==> config.mk <==
export PLATFORM = sky130hd
export DESIGN_NAME = seg_display_mux
export DESIGN_NICKNAME = d
export VERILOG_FILES = /design/src/rtl/seg_pkg.sv /design/src/rtl/seg_display_mux_hex7seg.sv /design/src/rtl/seg_display_mux.sv
export SDC_FILE = /design/constraint.sdc
export NUM_CORES = 1
export LEC_CHECK = 0
export BUFFER_PORTS_ARGS = -buffer_cell sky130_fd_sc_hd__buf_2
export CORE_MARGIN = 3
export CORE_UTILIZATION = 40
export CTS_CLUSTER_SIZE = 24
export DETAILED_ROUTE_END_ITERATION = 6
export GPL_TIMING_DRIVEN = 0
export MAX_ROUTING_LAYER = met4
export PLACE_DENSITY_LB_ADDON = 0.12
export SLEW_MARGIN = 0
export SYNTH_ARGS = -nofsm -noshare
export SYNTH_HDL_FRONTEND = slang
export SYNTH_SLANG_ARGS = --single-unit
export TNS_END_PERCENT = 50
==> constraint.sdc <==
create_clock -name Clk_100M -period 2.5 [get_ports Clk_100M]
set_clock_uncertainty 0.05 [all_clocks]
set_input_delay 0.25 -clock Clk_100M [delete_from_list [all_inputs] [get_ports Clk_100M]]
set_output_delay 0.25 -clock Clk_100M [all_outputs]
set_load 0.02 [all_outputs]
==> src/rtl/seg_pkg.sv <==
// Shared constants for the seven-segment display multiplexer: active-low hex
// glyphs, the all-off code and the digit-index width helper.
package seg_pkg;

    localparam logic [7:0] SEG_OFF   = 8'hFF;
    localparam logic [6:0] SEG_BLANK = 7'h7F;

    // {g,f,e,d,c,b,a}, active-low; element 15 (F) is leftmost
    localparam logic [15:0][6:0] HEX_SEG = {
        7'h0E, 7'h06, 7'h21, 7'h46, 7'h03, 7'h08, 7'h10, 7'h00,
        7'h78, 7'h02, 7'h12, 7'h19, 7'h30, 7'h24, 7'h79, 7'h40
    };

    function automatic int unsigned idx_width(input int unsigned n);
        return (n > 1) ? $clog2(n) : 1;
    endfunction

endpackage

==> src/rtl/seg_display_mux_hex7seg.sv <==
// Combinational hex digit to active-low seven-segment pattern decoder.
module hex7seg
    import seg_pkg::*;
(
    input  logic [3:0] hex,
    output logic [6:0] seg_c
);

    always_comb seg_c = HEX_SEG[hex];

endmodule

==> src/rtl/seg_display_mux.sv <==
// Time-multiplexed seven-segment display driver with frame-synchronous data
// and brightness update, PWM dimming and per-slot anti-ghost blanking.
// Optional leading-zero suppression: define SEG_LEADING_ZERO_BLANK_EN.
module seg_display_mux
    import seg_pkg::*;
#(
    parameter int unsigned NUM_DIGITS   = 4,
    parameter int unsigned REFRESH_DIV  = 100000,
    parameter int unsigned PWM_BITS     = 2,
    parameter int unsigned BLANK_CYCLES = 2
) (
    input  logic                    Clk_100M,
    input  logic                    Reset_n,
    input  logic                    Enable,
    input  logic                    Load,
    input  logic [4*NUM_DIGITS-1:0] Digits,
    input  logic [NUM_DIGITS-1:0]   Dp,
    input  logic [PWM_BITS-1:0]     Brightness,
    output logic [NUM_DIGITS-1:0]   SegmentDrivers,
    output logic [7:0]              SevenSegment,
    output logic                    Frame_Start
);

    localparam int unsigned IDX_W = idx_width(NUM_DIGITS);
    localparam int unsigned CNT_W = $clog2(REFRESH_DIV);
    localparam logic [CNT_W-1:0]    SLOT_LAST   = CNT_W'(REFRESH_DIV - 1);
    localparam logic [IDX_W-1:0]    IDX_LAST    = IDX_W'(NUM_DIGITS - 1);
    localparam logic [PWM_BITS-1:0] BRIGHT_FULL = '1;

    logic [CNT_W-1:0]        slot_cnt;
    logic [IDX_W-1:0]        digit_idx;
    logic [PWM_BITS-1:0]     pwm_cnt;
    logic [4*NUM_DIGITS-1:0] pend_digits, disp_digits;
    logic [NUM_DIGITS-1:0]   pend_dp, disp_dp;
    logic [PWM_BITS-1:0]     bright_q;

    logic                  slot_wrap_c, frame_wrap_c, lit_c, blank_c, cur_dp_c;
    logic [3:0]            cur_hex_c;
    logic [NUM_DIGITS-1:0] anode_c;
    logic [6:0]            hex_seg_c, seg_body_c;

    assign slot_wrap_c  = (slot_cnt == SLOT_LAST);
    assign frame_wrap_c = slot_wrap_c && (digit_idx == IDX_LAST);

    // Slot, digit and PWM counters run regardless of Enable
    always_ff @(posedge Clk_100M or negedge Reset_n) begin
        if (!Reset_n) begin
            slot_cnt  <= '0;
            digit_idx <= '0;
            pwm_cnt   <= '0;
        end else begin
            pwm_cnt  <= pwm_cnt + PWM_BITS'(1);
            slot_cnt <= slot_wrap_c ? '0 : slot_cnt + CNT_W'(1);
            if (slot_wrap_c)
                digit_idx <= (digit_idx == IDX_LAST) ? '0 : digit_idx + IDX_W'(1);
        end
    end

    // The last clock of a frame commits pending data (or a coincident Load) and brightness
    always_ff @(posedge Clk_100M or negedge Reset_n) begin
        if (!Reset_n) begin
            pend_digits <= '0;
            pend_dp     <= '0;
            disp_digits <= '0;
            disp_dp     <= '0;
            bright_q    <= '0;
        end else begin
            if (Load) begin
                pend_digits <= Digits;
                pend_dp     <= Dp;
            end
            if (frame_wrap_c) begin
                disp_digits <= Load ? Digits : pend_digits;
                disp_dp     <= Load ? Dp     : pend_dp;
                bright_q    <= Brightness;
            end
        end
    end

    always_comb begin
        cur_hex_c = 4'h0;
        cur_dp_c  = 1'b0;
        anode_c   = '1;
        for (int i = 0; i < NUM_DIGITS; i++) begin
            if (digit_idx == IDX_W'(i)) begin
                cur_hex_c  = disp_digits[4*i +: 4];
                cur_dp_c   = disp_dp[i];
                anode_c[i] = 1'b0;
            end
        end
    end

    hex7seg u_hex7seg (
        .hex   (cur_hex_c),
        .seg_c (hex_seg_c)
    );

`ifdef SEG_LEADING_ZERO_BLANK_EN
    logic lz_blank_c;

    // A digit is suppressed while it and every more significant digit are zero
    always_comb begin : lz_scan
        logic zero_run;
        zero_run   = 1'b1;
        lz_blank_c = 1'b0;
        for (int i = NUM_DIGITS - 1; i >= 1; i--) begin
            zero_run = zero_run && (disp_digits[4*i +: 4] == 4'h0);
            if (digit_idx == IDX_W'(i))
                lz_blank_c = zero_run;
        end
    end

    assign seg_body_c = lz_blank_c ? SEG_BLANK : hex_seg_c;
`else
    assign seg_body_c = hex_seg_c;
`endif

    assign lit_c   = (bright_q == BRIGHT_FULL) || (pwm_cnt < bright_q);
    assign blank_c = 32'(slot_cnt) < BLANK_CYCLES;

    always_ff @(posedge Clk_100M or negedge Reset_n) begin
        if (!Reset_n) begin
            SegmentDrivers <= '1;
            SevenSegment   <= SEG_OFF;
            Frame_Start    <= 1'b0;
        end else begin
            Frame_Start <= frame_wrap_c;
            if (Enable && !blank_c && lit_c) begin
                SegmentDrivers <= anode_c;
                SevenSegment   <= {~cur_dp_c, seg_body_c};
            end else begin
                SegmentDrivers <= '1;
                SevenSegment   <= SEG_OFF;
            end
        end
    end

endmodule

==> results_dict.tcl, run 1 <==
set metrics [dict create \
    fin_cells 431 \
    setup_viol 0 \
    antenna_found_initial 0 \
    maxCapViolations 0 \
    slew_headroom_pct 59.22 \
    arrival_ns 2.56 \
    status "complete, no violations" \
    regArea_um2 1917 \
    dieArea_um2 9751 \
    path_class "reg2reg" \
    antenna_left 0 \
    rsz0062_at_grt "yes" \
    worst_slack_ns 0.1321 \
    ir_worst_vdd_mv 0.2949 \
    synth-seq-cells 76 \
    multi_input_comb_area_um2 1459 \
    grt_pass1_vias 2172 \
    stdcell_area_um2 4058 \
    synth_fp_nets 308 \
    cp-start-kind "register" \
    grt_overflow_total 0 \
    synth_area_um2 3441 \
    routabilityCongestion 0.8798 \
    htree_levels 3 \
    hp-class "in2reg" \
    clkLatencyLatePin_ns 0.34 \
    fmax_mhz 422.3 \
    grt_pass1_wl_um 10760 \
    num_vias 2173 \
    wl_per_cell_um 14.42 \
    cp_cell_sequence "inv_1, ha_1, buf_2, nor2b_2, a22oi_2, a221oi_4, inv_2, ha_1, mux2_2, nand2_1, o311ai_0" \
    routed_wl_um 6217 \
    grt_max_degree 59 \
    yosys-top-cells-area "dfrtp_1 47%, mux2_2 14%, dfstp_2 9.2%, ha_1 4.7%, xor2_1 2.3%" \
    via_per_inst 5.042 \
    layout-drive-gt1-share_pct 39.88 \
    start_util_pct 41.46 \
    track_usage_pct 14.41 \
    fin_nets 360 \
    dpl_worst_slack_ns -0.2578 \
    synth_ff_type "dfrtp_1" \
    worst_setup_path_end_kind "register" \
    crit_path_max_incr_delay_ns 0.37 \
    cts_made_buffers 9 \
    die_x_um 98.75 \
    placed_cell_area_um2 3794 \
    r2r_start "digit_idx[1]$_DFFE_PN0N_" \
    slew_viol_final 0 \
    worstMarginPinSlew_ns 0.6118 \
    synth_top_area_share_pct 46.55 \
    die_y_um 98.75 \
    synthArstFlopShare_pct 100.0 \
    power.density_nw_per_um2 584.8 \
    synthToLayoutAreaGrowth_pct 17.93 \
    fin_crit_sh_pct 94.72 \
    fillers 792 \
    clkTransAtPathRegs_ns 0.08 \
    drtIter0Drc 47 \
    dr.pass1.iters 4 \
    synth_top_area_cell "dfrtp_1" \
    crit_required_ns 2.69 \
    synth.distinct_cells 42 \
    core_um2 8299 \
    layout_min_cycle_time_ns 2.368 \
    syn_area_per_cell_um2 12.79 \
    final-hold-violation-count 0 \
    ys_seq_area_share_pct 55.71 \
    synth-edff-count 0 \
    rows 33 \
    final.setup.tns_ns 0 \
    critPathBufInv 3 \
    dpl.cell_count 412 \
    cpMostUsedCell "ha_1" \
    critPathMaxFanout 9 \
    pin_count 39 \
    cts_tree "yes" \
    synth_warnings 0 \
    crit_family "compound AO/OA/AOI/OAI gates" \
    clk_path_buf_depth 2 \
    hold_start "Brightness[1]" \
    synthCells 269 \
    hpwl_um 4515 \
    cp_slowest_cell "dfrtp_1" \
    whs_ns 0.06409 \
    crit_start "digit_idx[1]$_DFFE_PN0N_" \
    antenna_cells 0 \
    drc 0 \
    io_buffers 37 \
    cts_sinks 76 \
    p_leak_nw 1.854 \
    cts_root_buffer "clkbuf_8" \
]
==> cell type report <==
| type | instances | area share (%) |
|---|---|---|
| inverter | 9 | 0.8326 |
| multi-input combinational | 175 | 35.95 |
| sequential | 76 | 47.24 |
| clock inverter | 5 | 1.480 |
| buffer | 9 | 1.603 |
| clock buffer | 11 | 3.731 |
| timing repair buffer | 41 | 5.920 |
| tap | 105 | 3.238 |
==> cells in the mapped netlist, types with 3 or more instances <==
master and n:
nor3_1 3, a21oi_1 4, nor2_1 14, ha_1 13, nand2_1 19, nor4_1 3, nand3_1 7, o21ai_0 5
nand4_1 6, mux2_2 43, clkbuf_1 3, nor2b_1 5, dfrtp_1 64, dfstp_2 12, xnor2_1 7, nor3b_1 4
nand3b_1 3, inv_1 9, mux2i_1 3, o211ai_1 3, xor2_1 9
==> cell usage in the layout (no fill, tap or decap), types with 2 or more instances in the layout <==
cell type  netlist  final
a21oi_1          4      3
and4_2           2      2
buf_2            2     38
buf_4            1      4
buf_6            2      2
clkbuf_1         3      3
clkbuf_8         1     12
clkinv_4         0      2
dfrtp_1         64     64
dfstp_2         12     12
ha_1            13     13
inv_1            9      8
mux2_2          43     43
mux2i_1          3      3
nand2_1         19     19
nand2b_1         2      2
nand3_1          7      7
nand3b_1         3      3
nand4_1          6      6
nor2_1          14     14
nor2b_1          5      4
nor3_1           3      3
nor3b_1          4      3
nor4_1           3      3
nor4_4           2      2
o211ai_1         3      3
o21ai_0          5      5
o221ai_1         2      2
o311ai_0         2      2
xnor2_1          7      7
xor2_1           9      9
==> metrics by stage <==
stage / total power, W / utilization, %
after floorplan: 0.001359 / -
after global placement: 0.001419 / 45.35
after detailed placement: 0.001427 / 45.71
after CTS: 0.002405 / 48.77
after global routing: 0.002476 / 48.89
final: 0.002373 / 48.89
==> tightest hold or removal path: stages <==
cell and delay, ns:
buf_2 0.07, nand2_1 0.03, o21ai_0 0.06
==> repair_timing <==
| action | 4_1_cts | 5_1_grt |
|---|---|---|
| buffers inserted | 2 | 0 |
| gates cloned | 0 | 0 |
| endpoints found under the setup margin | 6 | 4 |
| gates resized for setup | 3 | 3 |
| hold buffers | 1 | 0 |
| pin swaps | 2 | 0 |
| endpoints found under the hold margin | 18 | 0 |
==> state kept, by name, indices dropped and copies added, names as in the netlist <==
| name | flops |
|---|---|
| pend_dp | 4 |
| disp_digits | 16 |
| disp_dp | 4 |
| SegmentDrivers | 4 |
| pend_digits | 16 |
| digit_idx | 2 |
| bright_q | 2 |
| slot_cnt | 17 |
| SevenSegment | 8 |
| pwm_cnt | 2 |
| Frame_Start | 1 |
==> worst paths after layout <==
kind | end | cells after the start | slack [ns]
worst max-delay path | SevenSegment[5]$_DFF_PN1_ | 11 | 0.13
worst min-delay path | bright_q[1]$_DFFE_PN0P_ | 3 | 0.06
worst max register to register | SevenSegment[5]$_DFF_PN1_ | 11 | 0.13
worst min register to register | pwm_cnt[0]$_DFF_PN0_ | 1 | 0.42
max in group asynchronous | SegmentDrivers[0]$_DFF_PN1_ | 3 | 1.54
min in group asynchronous | pend_digits[10]$_DFF_PN0_ | 2 | 0.27
==> cell families (layout without fill, tap and decap cells) <==
group / Yosys count / after routing / share of synthesized area [%]
flops: 76 / 76 / 55.71
simple gates: 74 / 74 / 12.07
mux: 46 / 46 / 14.95
compound gates: 26 / 26 / 5.600
buf+inv: 18 / 75 / 2.873
xor+xnor: 16 / 16 / 4.073
fa+ha+maj: 13 / 13 / 4.727
==> power by group <==
| part | internal [W] | switching (W) |
|---|---|---|
| sequential | 0.00127 | 0.00000818 |
| combinational | 0.0000555 | 0.0000637 |
| clock | 0.000517 | 0.000458 |
==> routing by layer <==
metal	vias up	wire length, um	track usage [%]
li1	1055	-	-
met1	1069	2960	18.71
met4	0	77	5.882
met3	8	231	3.751
met2	41	2947	21.54
met5	-	0	-
(Power assumes the default switching activity.)
==> inputs of run 2 (changes only) <==
==> constraint.sdc (replaced) <==
create_clock -name Clk_100M -period 1.95 [get_ports Clk_100M]
set_clock_uncertainty 0.05 [all_clocks]
set_input_delay 0.195 -clock Clk_100M [delete_from_list [all_inputs] [get_ports Clk_100M]]
set_output_delay 0.195 -clock Clk_100M [all_outputs]
set_load 0.02 [all_outputs]
==> run 2 against run 1 <==
  * Global-route usage increased by 0.71 points
  * Hold slack got worse by 0.039 ns
  * Register-to-register slack got worse by 0.40 ns
  * Sequential share of layout area decreased by 5.8 points
  * Setup slack got worse by 0.40 ns
  * Non-clock buffer count increased by 32
  * The flow now finishes with violations (setup timing)
==> results_dict.tcl, run 2 (synthesis gave the netlist of run 1 again) <==
set metrics [dict create \
    critPathMaxFanout 6 \
    wl_per_cell_um 15.51 \
    grt_pass1_wl_um 11270 \
    worst_setup_path_end_kind "register" \
    path_class "reg2reg" \
    worstMarginPinSlew_ns 0.5867 \
    layout_min_cycle_time_ns 2.219 \
    largest_register_ffs 17 \
    dpl.cell_count 412 \
    clkLatencyLatePin_ns 0.34 \
    slew_headroom_pct 60.65 \
    antenna_left 0 \
    rows 33 \
    whs_ns 0.02515 \
    die_y_um 98.75 \
    grt_overflow_total 0 \
    antenna_cells 0 \
    setup_viol 26 \
    clk_path_buf_depth 2 \
    ir_worst_vdd_mv 0.4013 \
    crit_start "digit_idx[1]$_DFFE_PN0N_" \
    drtIter0Drc 118 \
    fin_cells 463 \
    grt_pass1_vias 2296 \
    drc 0 \
    rsz0062_at_grt "yes" \
    routabilityCongestion 0.8339 \
    cts_sinks 76 \
    fmax_mhz 450.6 \
    layout-drive-gt1-share_pct 55.03 \
    die_x_um 98.75 \
    num_vias 2346 \
    reg2reg_to "SevenSegment[5]$_DFF_PN1_" \
    p_leak_nw 2.075 \
    stdcell_area_um2 4638 \
    fin_nets 392 \
    crit_end "SevenSegment[5]$_DFF_PN1_" \
    worst_slack_ns -0.2693 \
    reg_top3 "slot_cnt x17, disp_digits x16, pend_digits x16" \
    placed_cell_area_um2 3840 \
    core_um2 8299 \
    hp-class "in2reg" \
    final-hold-violation-count 0 \
    fillers 681 \
    cts_root_buffer "clkbuf_8" \
    fin_crit_sh_pct 113.8 \
    routed_wl_um 7182 \
    crit_required_ns 2.16 \
    io_buffers 37 \
    clkTransAtPathRegs_ns 0.09 \
    cts_made_buffers 9 \
    r2r_slack_ns -0.27 \
    status "finished, violations left" \
    final_util_pct 55.89 \
    start_util_pct 41.46 \
    hpwl_um 4544 \
    cp-start-kind "register" \
    via_per_inst 5.067 \
    pin_count 39 \
    cts_tree "yes" \
    ff2ff_path_depth 8 \
    maxCapViolations 0 \
    final_cell_mix "61 x dfrtp_1, 41 x mux2_2, 38 x buf_2" \
    grt_max_degree 55 \
    htree_levels 3 \
    arrival_ns 2.43 \
    slew_viol_final 0 \
    violations "setup timing" \
    antenna_found_initial 0 \
    top_register "slot_cnt" \
    r2r_start "digit_idx[1]$_DFFE_PN0N_" \
    synthToLayoutAreaGrowth_pct 34.80 \
    power.density_nw_per_um2 707.2 \
    dr.pass1.iters 4 \
    final.setup.tns_ns -2.206 \
    track_usage_pct 15.12 \
    final_common_cell "dfrtp_1" \
    dieArea_um2 9751 \
]
==> run 2: cell count changes in the layout (fill, tap and decap cells not counted), moves of 3 or more <==
| cell | change |
|---|---|
| buf_6 | +3 |
| ha_4 | +9 |
| inv_1 | -4 |
| clkbuf_8 | -3 |
| ha_1 | -11 |
| nand2_2 | +4 |
| dfrtp_2 | +3 |
| nand2_1 | -4 |
| buf_4 | +25 |
| dfrtp_1 | -3 |
==> run 2: cell type report <==
type                       count  area, um2  share of cell area, %
multi-input combinational    175       1702                  36.69
timing repair buffer          74      529.3                  11.41
inverter                       9      38.79                 0.8363
clock inverter                 7      122.6                  2.644
sequential                    76       1921                  41.41
tap                          105      131.4                  2.832
clock buffer                   9      123.9                  2.671
buffer                         8      70.07                  1.511
==> run 2: what timing repair did <==
item | 4_1_cts | 5_1_grt
resized for setup | 35 | 19
endpoints found under the hold margin | 23 | 0
buffers inserted | 16 | 18
hold buffers | 2 | 0
setup endpoints to repair | 37 | 39
gates cloned | 0 | 1
pin swaps | 17 | 14
==> run 2: stage by stage <==
stage	total power, W	setup slack (ns)
2_1_floorplan	0.001742	-0.1146
3_3_place_gp	0.001820	-0.3729
3_5_place_dp	0.001831	-0.3883
4_1_cts	0.003312	-0.2584
5_1_grt	0.003407	-0.3229
6_report	0.003280	-0.2693
==> run 2: routing by layer <==
layer	vias to the layer above	routed length [um]	GRT usage, %	part of all wire (%)
met5	-	0	-	0
met4	0	154	7.458	2.1
met3	16	223	2.831	3.1
met2	36	3527	23.04	49
met1	1171	3277	19.37	46
li1	1123	-	-	-
==> run 2: how the worst min path moves through the flow <==
stage / depth (start not counted) / startpoint / to / slack [ns]
after global routing: 2 / Brightness[0] / bright_q[0]$_DFFE_PN0P_ / 0.03
after global placement: 3 / Brightness[1] / bright_q[1]$_DFFE_PN0P_ / 0.35
after detailed placement: 1 / Reset_n / pend_digits[10]$_DFF_PN0_ / 0.07
final: 2 / Brightness[0] / bright_q[0]$_DFFE_PN0P_ / 0.03
after floorplan: 0 / Reset_n / Frame_Start$_DFF_PN0_ / -0.15
after CTS: 2 / Brightness[0] / bright_q[0]$_DFFE_PN0P_ / 0.02
==> run 2: worst max-delay path: stages (launching register included) <==
cell	delay, ns
dfrtp_1	0.39
inv_2	0.09
ha_4	0.20
buf_2	0.15
nand3b_1	0.28
a211oi_4	0.46
mux2_4	0.35
nand2_2	0.07
o311ai_2	0.09
==> run 2: power by group <==
group / leakage [nW] / total, W / internal, W / switching (W)
Sequential: 0.946 / 0.00164 / 0.00163 / 0.0000107
Clock: 0.116 / 0.00148 / 0.000859 / 0.000623
Combinational: 1.01 / 0.000159 / 0.0000741 / 0.0000849
Total: 2.08 / 0.00328 / 0.00256 / 0.000719
==> inputs of run 3 (changes only) <==
--- a/config.mk
+++ b/config.mk
@@ -8,11 +8,10 @@
 export BUFFER_PORTS_ARGS = -buffer_cell sky130_fd_sc_hd__buf_2
 export CORE_MARGIN = 3
 export CORE_UTILIZATION = 40
-export CTS_CLUSTER_SIZE = 24
+export CTS_CLUSTER_SIZE = 30
 export DETAILED_ROUTE_END_ITERATION = 6
 export GPL_TIMING_DRIVEN = 0
 export MAX_ROUTING_LAYER = met4
-export PLACE_DENSITY_LB_ADDON = 0.12
 export SLEW_MARGIN = 0
 export SYNTH_ARGS = -nofsm -noshare
 export SYNTH_HDL_FRONTEND = slang
==> run 3 against run 2 <==
  * The flow still finishes with violations (setup timing)
  * Global-route usage rose by 0.26 points
  * Combinational power barely moved
  * Sequential power barely moved
  * Routed wire length fell by 7.6%
  * Sequential share of layout area rose by 3.4 points
  * Critical endpoint unchanged
  * Largest power group unchanged
==> results_dict.tcl, run 3 (synthesis gave the netlist of run 1 again) <==
set metrics [dict create \
    pin_count 39 \
    core_um2 8299 \
    hold_end "bright_q[0]$_DFFE_PN0P_" \
    largest_register_ffs 17 \
    critPathMaxFanout 10 \
    cts_sinks 76 \
    reg2reg_to "SevenSegment[5]$_DFF_PN1_" \
    ff2ff_path_depth 9 \
    cp-start-kind "register" \
    via_per_inst 5.038 \
    hold_start "Brightness[0]" \
    routed_wl_um 6633 \
    r2r_slack_ns -0.22 \
    dieArea_um2 9751 \
    worst_slack_ns -0.2229 \
    crit_required_ns 2.16 \
    r2r_start "digit_idx[0]$_DFFE_PN0N_" \
    grt_max_degree 46 \
    layout-drive-gt1-share_pct 48.82 \
    placed_cell_area_um2 3840 \
    grt_pass1_wl_um 11540 \
    cts_tree "yes" \
    antenna_cells 0 \
    ir_worst_vdd_mv 0.2570 \
    die_x_um 98.75 \
    final-hold-violation-count 0 \
    htree_levels 3 \
    io_buffers 37 \
    rows 33 \
    die_y_um 98.75 \
    final_cell_mix "62 x dfrtp_1, 41 x mux2_2, 36 x buf_2" \
    final.setup.tns_ns -2.179 \
    num_vias 2242 \
    cts_made_buffers 9 \
    clkLatencyLatePin_ns 0.35 \
    setup_viol 25 \
    wl_per_cell_um 14.91 \
    fin_crit_sh_pct 111.4 \
    slew_viol_final 0 \
    worst_setup_path_end_kind "register" \
    synthToLayoutAreaGrowth_pct 24.44 \
    top_register "slot_cnt" \
    layout_min_cycle_time_ns 2.173 \
    status "finished, violations left" \
    routabilityCongestion 0.8114 \
    path_class "reg2reg" \
    drc 0 \
    maxCapViolations 0 \
    hp-class "in2reg" \
    start_util_pct 41.46 \
    final_common_cell "dfrtp_1" \
    fin_nets 374 \
    grt_pass1_vias 2344 \
    min_path_cells 2 \
    hpwl_um 4645 \
    power.density_nw_per_um2 664.6 \
    cts_root_buffer "clkbuf_8" \
    rsz0062_at_grt "yes" \
    fmax_mhz 460.2 \
    whs_ns 0.02385 \
    antenna_found_initial 0 \
    grt_overflow_total 0 \
    antenna_left 0 \
    stdcell_area_um2 4282 \
    reg_top3 "slot_cnt x17, disp_digits x16, pend_digits x16" \
    slew_headroom_pct 59.24 \
    dr.pass1.iters 4 \
    track_usage_pct 15.37 \
    clk_path_buf_depth 2 \
    p_leak_nw 1.918 \
    clkTransAtPathRegs_ns 0.08 \
    arrival_ns 2.38 \
    final_util_pct 51.59 \
    drtIter0Drc 88 \
    violations "setup timing" \
    worstMarginPinSlew_ns 0.6102 \
]
-- run 3: critical path, stage by stage, from the launching register on --
cell	delay, ns
dfrtp_2	0.45
ha_1	0.26
clkbuf_8	0.19
nor2_2	0.25
a21oi_2	0.15
buf_4	0.18
ha_4	0.15
mux2_4	0.25
nand2_1	0.06
o311ai_1	0.10
-- run 3: per-stage QoR --
stage                     instances  power [W]  worst slack (ns)
after detailed placement        412   0.001833           -0.3756
after global routing            445   0.002977           -0.3315
after floorplan                 269   0.001742           -0.1146
after global placement          411   0.001819           -0.3339
after CTS                       441   0.002886           -0.2507
final                           445   0.002845           -0.2229
-- run 3: worst max-delay path by stage --
stage                                           end                     start
after CTS                 SevenSegment[6]$_DFF_PN1_  digit_idx[0]$_DFFE_PN0N_
after detailed placement  SevenSegment[6]$_DFF_PN1_  digit_idx[0]$_DFFE_PN0N_
after floorplan           SevenSegment[6]$_DFF_PN1_  digit_idx[1]$_DFFE_PN0N_
final                     SevenSegment[5]$_DFF_PN1_  digit_idx[0]$_DFFE_PN0N_
after global placement    SevenSegment[6]$_DFF_PN1_  digit_idx[0]$_DFFE_PN0N_
after global routing      SevenSegment[6]$_DFF_PN1_  digit_idx[0]$_DFFE_PN0N_
-- run 3: power breakdown --
part | internal (W) | switching, W | total (W)
logic | 0.0000734 | 0.0000851 | 0.000158
registers | 0.00163 | 0.0000113 | 0.00164
clock network | 0.000459 | 0.000588 | 0.00105
total | 0.00216 | 0.000684 | 0.00285
-- run 3: area by class of cell --
type                            count  area (um2)
Buffer                              8       63.81
Clock buffer                       10       127.6
Clock inverter                      6       41.29
Fill cell                         732        4018
Inverter                            9       38.79
Multi-Input combinational cell    175        1604
Sequential cell                    76        1919
Tap cell                          105       131.4
Timing Repair Buffer               56       355.3
-- run 3: what timing repair did --
item                       in CTS  in global routing
setup buffers                  12                  4
hold endpoints to repair       22                  0
gates resized for setup        20                 10
setup endpoints to repair      37                 40
pin swaps                      11                  6
hold buffers                    2                  0
-- run 3: layer usage --
metal  up-vias  global-route usage (%)  part of all wire, %
li1       1080                       -                    -
met1      1117                   20.05                   46
met2        32                   23.45                   49
met3        13                   3.043                  3.4
met4         0                   6.513                  1.9
met5         -                       -                    0
